[src/rtl/mult_pkg.sv]
// Shared widths, default latency and the tag carried alongside each multiply.
package mult_pkg;
  localparam int unsigned MULT_W   = 16;
  localparam int unsigned MULT_LAT = 4;

  typedef struct packed {
    logic       v;
    logic [2:0] id;
  } mult_tag_t;
endpackage

[src/rtl/rr_arbiter.sv]
// Combinational round-robin pick: first set request after ptr, wrapping around.
module rr_arbiter #(
  parameter int unsigned N  = 4,
  parameter int unsigned IW = 2
) (
  input  logic [N-1:0]  req,
  input  logic [IW-1:0] ptr,
  output logic [N-1:0]  gnt,
  output logic [IW-1:0] idx,
  output logic          any
);
  int unsigned  cand;
  logic [IW-1:0] cand_i;

  always_comb begin
    gnt    = '0;
    idx    = '0;
    any    = 1'b0;
    cand   = 0;
    cand_i = '0;
    for (int unsigned k = 1; k <= N; k++) begin
      cand   = (32'(ptr) + k) % N;
      cand_i = IW'(cand);
      if (!any && req[cand_i]) begin
        any         = 1'b1;
        gnt[cand_i] = 1'b1;
        idx         = cand_i;
      end
    end
  end
endmodule

[src/rtl/mult_arbiter.sv]
// Shares one fixed-latency pipelined multiplier among N_REQ requesters with
// round-robin issue, tag tracking through the pipe and per-requester result holding.
module mult_arbiter
  import mult_pkg::*;
#(
  parameter int unsigned N_REQ    = 4,
  parameter int unsigned MULT_LAT = mult_pkg::MULT_LAT,
  parameter int unsigned CNT_W    = 32
) (
  input  logic                      clock,
  input  logic                      reset_n,
  input  logic [N_REQ-1:0]          req_valid,
  output logic [N_REQ-1:0]          req_ready,
  input  logic [N_REQ*MULT_W-1:0]   req_mcand,
  input  logic [N_REQ*MULT_W-1:0]   req_mplier,
  output logic [N_REQ-1:0]          rsp_valid,
  input  logic [N_REQ-1:0]          rsp_ready,
  output logic [N_REQ*MULT_W-1:0]   rsp_product,
  output logic                      mult_start,
  output logic [MULT_W-1:0]         mult_mcand,
  output logic [MULT_W-1:0]         mult_mplier,
  input  logic [MULT_W-1:0]         mult_product,
  input  logic                      mult_done,
  output logic                      err_tag,
  output logic [CNT_W-1:0]          issue_count
);
  localparam int unsigned IW = $clog2(N_REQ);

  logic [N_REQ-1:0] busy;
  logic [N_REQ-1:0] elig;
  logic [N_REQ-1:0] gnt;
  logic [N_REQ-1:0] accept;
  logic [N_REQ-1:0] pop_set;
  logic [IW-1:0]    ptr;
  logic [IW-1:0]    gnt_idx;
  logic [IW-1:0]    issue_id;
  logic [IW-1:0]    pop_idx;
  logic             gnt_any;
  mult_tag_t        tag_pipe [MULT_LAT];
  mult_tag_t        pop_tag;

  // Grants are held off while reset is asserted so req_ready reads 0 like every other output.
  assign elig = req_valid & ~busy & {N_REQ{reset_n}};

  rr_arbiter #(
    .N  (N_REQ),
    .IW (IW)
  ) u_rr (
    .req (elig),
    .ptr (ptr),
    .gnt (gnt),
    .idx (gnt_idx),
    .any (gnt_any)
  );

  assign req_ready = gnt;
  assign accept    = rsp_valid & rsp_ready;
  assign pop_tag   = tag_pipe[MULT_LAT-1];
  assign pop_idx   = IW'(pop_tag.id);

  always_comb begin
    pop_set = '0;
    if (pop_tag.v) pop_set[pop_idx] = 1'b1;
  end

  always_ff @(posedge clock or negedge reset_n) begin
    if (!reset_n) begin
      ptr         <= IW'(N_REQ - 1);
      issue_id    <= '0;
      mult_start  <= 1'b0;
      mult_mcand  <= '0;
      mult_mplier <= '0;
      issue_count <= '0;
    end else begin
      mult_start <= gnt_any;
      issue_id   <= gnt_idx;
      if (gnt_any) begin
        ptr         <= gnt_idx;
        issue_count <= issue_count + 1'b1;
        mult_mcand  <= req_mcand[MULT_W*gnt_idx +: MULT_W];
        mult_mplier <= req_mplier[MULT_W*gnt_idx +: MULT_W];
      end else begin
        mult_mcand  <= '0;
        mult_mplier <= '0;
      end
    end
  end

  // The tag enters alongside mult_start, so the last stage lines up with mult_done.
  always_ff @(posedge clock or negedge reset_n) begin
    if (!reset_n) begin
      for (int unsigned i = 0; i < MULT_LAT; i++) tag_pipe[i] <= '0;
    end else begin
      tag_pipe[0] <= '{v: mult_start, id: (mult_start ? 3'(issue_id) : 3'd0)};
      for (int unsigned i = 1; i < MULT_LAT; i++) tag_pipe[i] <= tag_pipe[i-1];
    end
  end

  always_ff @(posedge clock or negedge reset_n) begin
    if (!reset_n) begin
      busy        <= '0;
      rsp_valid   <= '0;
      rsp_product <= '0;
      err_tag     <= 1'b0;
    end else begin
      busy      <= (busy & ~accept) | gnt;
      rsp_valid <= (rsp_valid & ~accept) | pop_set;
      if (pop_tag.v) rsp_product[MULT_W*pop_idx +: MULT_W] <= mult_product;
      if (pop_tag.v != mult_done) err_tag <= 1'b1;
    end
  end

  a_pop_while_held: assert property (@(posedge clock) disable iff (!reset_n)
    !(pop_tag.v && rsp_valid[pop_idx]));
endmodule

[config.mk]
export PLATFORM = sky130hd
export DESIGN_NAME = mult_arbiter
export DESIGN_NICKNAME = d
export VERILOG_FILES = /design/src/rtl/mult_pkg.sv /design/src/rtl/rr_arbiter.sv /design/src/rtl/mult_arbiter.sv
export SDC_FILE = /design/constraint.sdc
export NUM_CORES = 1
export LEC_CHECK = 0
export ABC_AREA = 1
export CAP_MARGIN = 0
export CELL_PAD_IN_SITES_DETAIL_PLACEMENT = 0
export CELL_PAD_IN_SITES_GLOBAL_PLACEMENT = 2
export CORE_MARGIN = 1
export CORE_UTILIZATION = 26
export DETAILED_ROUTE_END_ITERATION = 10
export PLACE_DENSITY = 0.84
export SYNTH_ARGS = -nofsm -noshare
export SYNTH_HDL_FRONTEND = slang
export SYNTH_SLANG_ARGS = --single-unit
[constraint.sdc]
create_clock -name clock -period 4.3 [get_ports clock]
set_clock_uncertainty 0.1 [all_clocks]
set_input_delay 0.86 -clock clock [delete_from_list [all_inputs] [get_ports clock]]
set_output_delay 0.86 -clock clock [all_outputs]
set_load 0.1 [all_outputs]
* Word-level counts from Yosys, hierarchy flattened
Cells that the tools add are included.
** Operators by class
- Reductions and logical operators :: 11
- Equal/unequal tests :: 1
- Shifts and indexed selects :: 4
- Multiplexer cells :: 35
- Bitwise operators :: 12
- Add/subtract/negate cells :: 6
- $lt $le $gt $ge :: 10
** Operators with widths (number)
- variable part select 64 x 7 -> 16 bit :: 2
- bitwise mux 64 bit :: 1
- variable shift 16 x 34 -> 64 bit (first input constant) :: 1
- variable part select 16 x 34 -> 64 bit :: 1
- negator 6 -> 34 bit :: 1
- adder 32 x 1 -> 32 bit (second input constant) :: 1
- 2-to-1 mux 16 bit :: 2
- AND 4 bit :: 5
- 2-to-1 mux 4 bit :: 5
- bitwise OR 4 bit :: 5
- < comparator 2 x 3 -> 1 bit (second input constant) :: 5
- 2-to-1 mux 1 bit :: 13
- demux 1 bit (select 2 bit) :: 5
- >= comparator 2 x 1 -> 1 bit (second input constant) :: 5
- 2-to-1 mux 2 bit :: 5
- binary-select mux 1 bit (select 2 bit) :: 4
- logical AND 1 bit :: 8
- inverter 4 bit :: 2
- adder 2 x 1 -> 2 bit (second input constant) :: 2
- adder 2 bit (second input constant) :: 2
- logical NOT 1 bit :: 3
- != test 1 bit :: 1
** Storage, ports and cells
- Input bits :: 155
- Register bits after elaboration :: 154
- Output and inout port bits :: 138
- Word-level logic and storage cells :: 97

* Depth between registers and ports, before layout
- Word-level depth :: 17
- Mapped depth :: 16
- Depth with buffers taken out :: 15

* Modules after synthesis
A second synthesis with hierarchy kept.
** Unflattened totals
- Cells, all modules :: 861
- Area, all modules :: 7460.9 um^2
** Modules (own cells, without submodules)
- mult_arbiter :: seq. area each 3856.2 um^2, cells an instance 787, instances 1, area each 7003.0 um^2
- rr_arbiter :: seq. area each 0.0 um^2, cells an instance 74, instances 1, area each 457.9 um^2

* Worst setup path before layout
Ideal clock, no wire load.
- Kind :: input-to-output
- Start point :: input port reset_n
- End point :: output port req_ready[0]
- Required time :: 3340 ps
- Path buffers :: 1
- Arrival time :: 2521 ps
- Stages :: 8
- Setup slack :: 819 ps
- Cells stage by stage :: buf_2 -> nand4_1 -> nand3_2 -> nand2_4 -> inv_1 -> nor2_1 -> a221oi_1 -> nand2_1
** On the way
- Word-level cells in the longest chain between the ends :: 13
- Elaborated cells between the ends (all ways) :: 25
- Those cells by class :: 15 x mux; 4 x bitwise; 6 x reduce/logical
** Ends and longest elaborated chain
- start, declared :: line mult_arbiter.sv:11 : input logic reset_n,
- AND 4 bit (*) :: line mult_arbiter.sv:43 : assign elig = req_valid & ~busy & {N_REQ{reset_n}};
- binary-select mux 1 bit (select 2 bit) :: line rr_arbiter.sv:24 : if (!any && req[cand_i]) begin
- 2-to-1 mux 1 bit (implied by the code) :: line rr_arbiter.sv:24
- 2-to-1 mux 1 bit :: line rr_arbiter.sv:24
- logical NOT 1 bit :: line rr_arbiter.sv:24
- logical AND 1 bit :: line rr_arbiter.sv:24
- 2-to-1 mux 1 bit :: line rr_arbiter.sv:24
- logical NOT 1 bit :: line rr_arbiter.sv:24
- logical AND 1 bit :: line rr_arbiter.sv:24
- 2-to-1 mux 1 bit :: line rr_arbiter.sv:24
- logical NOT 1 bit :: line rr_arbiter.sv:24
- logical AND 1 bit :: line rr_arbiter.sv:24
- 2-to-1 mux 4 bit (*) :: line rr_arbiter.sv:24
- end, declared :: line mult_arbiter.sv:13 : output logic [N_REQ-1:0] req_ready,
Every way passes the cells marked *; elsewhere a longest branch is shown, timed or not. The select of a mux whose other input is x is not followed.

* Worst setup path after layout
- Start point :: register ptr[0]
- End point :: output port req_ready[2]
** On the way
- Word-level cells in the longest chain between the ends :: 13
- Elaborated cells between the ends (all ways) :: 48
- Those cells by class :: 4 x add/sub; 8 x order compare; 23 x mux; 3 x bitwise; 10 x reduce/logical
** Ends and longest elaborated chain
- start, declared :: line mult_arbiter.sv:34 : logic [IW-1:0] ptr;
- start signal, assigned :: line mult_arbiter.sv:68 : ptr <= IW'(N_REQ - 1);
- start signal, assigned :: line mult_arbiter.sv:78 : ptr <= gnt_idx;
- parallel branches: the longest is 12 deep, another holds < comparator 2 x 3 -> 1 bit
- 2-to-1 mux 4 bit (*) :: line rr_arbiter.sv:24
Mark *: on every way between the ends. The select of a mux whose other input is x is not followed.

==> qor.yml <==
status: "finished, final reports clean"
gr-usage-met2_pct: 28.64
busiest_layer: "met2"
hold_class: "primary input to asynchronous set/reset pin"
drt-vias-per-instance: 4.530
synth_warnings: 0
worst_setup_hold_path_clk_slew_ns: 0.06
numCtsBuffers: 17
antenna_found_initial: 0
cp_cell_sequence: "inv_2, ha_1, inv_1, nand3_1, nand2_4, inv_1, nor2_1, a221oi_1, nand2_1, buf_12"
grt_pass1_wl_um: 43170
clock-root-buffer: "clkbuf_16"
num_rows: 63
htreeDepth: 4
syn_nets: 1166
gp_congestion: 0.8398
postSynthAreaPerCell_um2: 7.880
die_w_um: 175.8
start_kind: "flip-flop"
slowest_stage: "dfstp_2"
syn2layout_area_growth_pct: 50.55
crit_top_cell: "inv_1"
drive_above_1_share_pct: 5.206
final_max_slew_viol_count: 0
grt_pass1_vias: 7690
cts_tree: "yes"
n_antenna_cell: 0
postCtsResizedCells: 0
drt-total-wl_um: 27160
wl_per_cell_um: 16.19
n_fill_cell: 3094
yosysUniqueCellTypes: 35
port_buffers: 292
post_cts_buffers: 0
met1_usage_pct: 23.71
cp-end-kind: "primary output"
crit_path_max_incr_delay_ns: 0.66
syn_area_mm2: 0.007856
grt_use_met3_pct: 5.519
period_minus_slack_ns: 4.012
grt_overflow: 0
fin_crit_sh_pct: 93.30
num_vias: 7596
finalSetupTns_ns: 0
nets: 1443
yosysSeqAreaShare_pct: 49.08
ant_nets: 0
clock_latency_ns: 0.42
tightest_slew_ns: 1.094
die_area_mm2: 0.03092
worstPathRequired_ns: 3.34
cp.arrival_ns: 3.05
synth_edf_count: 0
synth_seq_cells: 154
async_flop_share_pct: 100.0
grt_max_degree: 86
drcViolationCount: 0
dp_slack_ns: 0.4804
netlist_instances: 997
yosys_most_used_dff: "dfrtp_1"
cap_viol_max_count: 0
dr.pass1.iters: 5
cp_max_fo: 13
r2r_cells: 13
grt_setup_unrepaired: "no"
setup_viol: 0
setup_ws_ns: 0.2882
hold_viol_final: 0
fmax_ghz: 0.2493
grt_usage_pct: 17.98
ios: 293
max_slew_margin_pct: 26.82
dp.cells: 1645
hpwl_um: 19560
core_mm2: 0.02972
critical_path_class: "flip-flop to primary output"
drtIter0Drc: 494
cts_hold_buf: 0
fp.dieH_um: 175.8
start_util_pct: 26.44
cts.sinks: 154
ctsLongestPathBuffers: 2
fin_cells: 1677
[through the flow]
stage | cell area [um^2] | hold slack (ns) | utilization [%]
floorplan | 7856 | 0.2312 | -
global placement | 11180 | 0.2331 | 37.61
detailed placement | 11180 | 0.2347 | 37.61
CTS | 11830 | 0.1223 | 39.80
global route | 11830 | 0.1308 | 39.80
finish | 11830 | 0.1464 | 39.80
[layer usage]
metal / wire length, um / vias up
met4: 214 / 0
met1: 12270 / 3531
li1: - / 3753
met5: 0 / -
met2: 12350 / 299
met3: 2320 / 13
[synthesized netlist by cell type, types with 2 or more instances]
cell      number  share of area [%]
nand2_1      323                 15
dfrtp_1      152                 48
nand3_1       94                6.0
inv_1         90                4.3
o21ai_0       59                3.8
nor2_1        56                2.7
nand4_1       30                2.4
xor2_1        26                2.9
clkbuf_1      20               0.96
o21ai_1       19                1.2
or2_1         17                1.4
a21oi_1       15               0.96
nor3_1        15               0.96
ha_1          14                2.2
buf_2         13               0.83
nor4_1         7               0.56
buf_1          5               0.24
inv_2          5               0.24
xnor2_1        5               0.56
a221oi_1       4               0.45
buf_4          4               0.38
buf_6          4               0.57
nand2_2        4               0.32
or2_0          3               0.24
dfstp_2        2               0.67
nand3_2        2               0.25
[registers in the layout, summed over array words and instances (netlist names)]
name	cells
issue_id	2
pop_idx	2
tag_pipe	9
pop_tag	1
issue_count	32
rsp_valid	4
mult_mcand	16
busy	4
mult_mplier	16
mult_start	1
ptr	2
rsp_product	64
err_tag	1
[cell usage in the layout, fill, tap and decap left out, types with 2 or more instances in the layout]
cell type / n
nor3_1: 15
nand3_1: 94
clkinv_4: 2
bufinv_16: 4
nand4_1: 30
dfrtp_1: 152
a21oi_1: 15
or2_0: 3
buf_12: 5
buf_4: 11
inv_2: 5
clkbuf_8: 3
nand3_2: 2
dfstp_2: 2
xnor2_1: 5
nor2_1: 56
nand2_2: 4
clkdlybuf4s50_1: 287
nor4_1: 7
nand2_1: 323
o21ai_1: 19
xor2_1: 26
ha_1: 14
inv_6: 4
or2_1: 17
o21ai_0: 59
clkbuf_16: 17
a221oi_1: 4
inv_1: 90
[critical path: cells and delay by family, from the launching register on]
| kind | cells | cell delay (ns) |
|---|---|---|
| AO/OA/AOI/OAI | 1 | 0.41 |
| adder cells (fa/ha/maj) | 1 | 0.40 |
| buffers and inverters | 4 | 0.63 |
| flip-flops | 1 | 0.66 |
| AND/OR/NAND/NOR | 4 | 0.52 |
[logic make-up after synthesis]
kind of cell             synth area share (%)
XOR/XNOR                                3.456
AND/OR/NAND/NOR                         31.15
adder cells (fa/ha/maj)                 2.230
AO/OA/AOI/OAI                           6.561
flip-flops                              49.08
buffers and inverters                   7.517
[worst paths after layout]
check                                       start                          end  slack, ns
setup / recovery               ptr[0]$_DFFE_PN1P_                 req_ready[2]       0.29
hold / removal                            reset_n     mult_mcand[14]$_DFF_PN0_       0.15
setup reg to reg               ptr[0]$_DFFE_PN1P_      mult_mcand[5]$_DFF_PN0_       1.18
hold reg to reg            tag_pipe[11]$_DFF_PN0_        tag_pipe[7]$_DFF_PN0_       0.25
max in group asynchronous                 reset_n  issue_count[30]$_DFFE_PN0P_       1.75
min in group clock         tag_pipe[11]$_DFF_PN0_        tag_pipe[7]$_DFF_PN0_       0.25
[cell type report]
| class | instances | area (um^2) | share of cell area [%] |
|---|---|---|---|
| Clock buffer | 21 | 470.5 | 3.978 |
| Clock inverter | 11 | 180.2 | 1.523 |
| Inverter | 95 | 356.6 | 3.015 |
| Multi-Input combinational cell | 702 | 3410 | 28.83 |
| Sequential cell | 154 | 3856 | 32.60 |
| Tap cell | 390 | 488.0 | 4.126 |
| Timing Repair Buffer | 304 | 3067 | 25.93 |
Power is not shown: default switching activity piles up to over one toggle a cycle in this logic, so the estimate is an artifact.
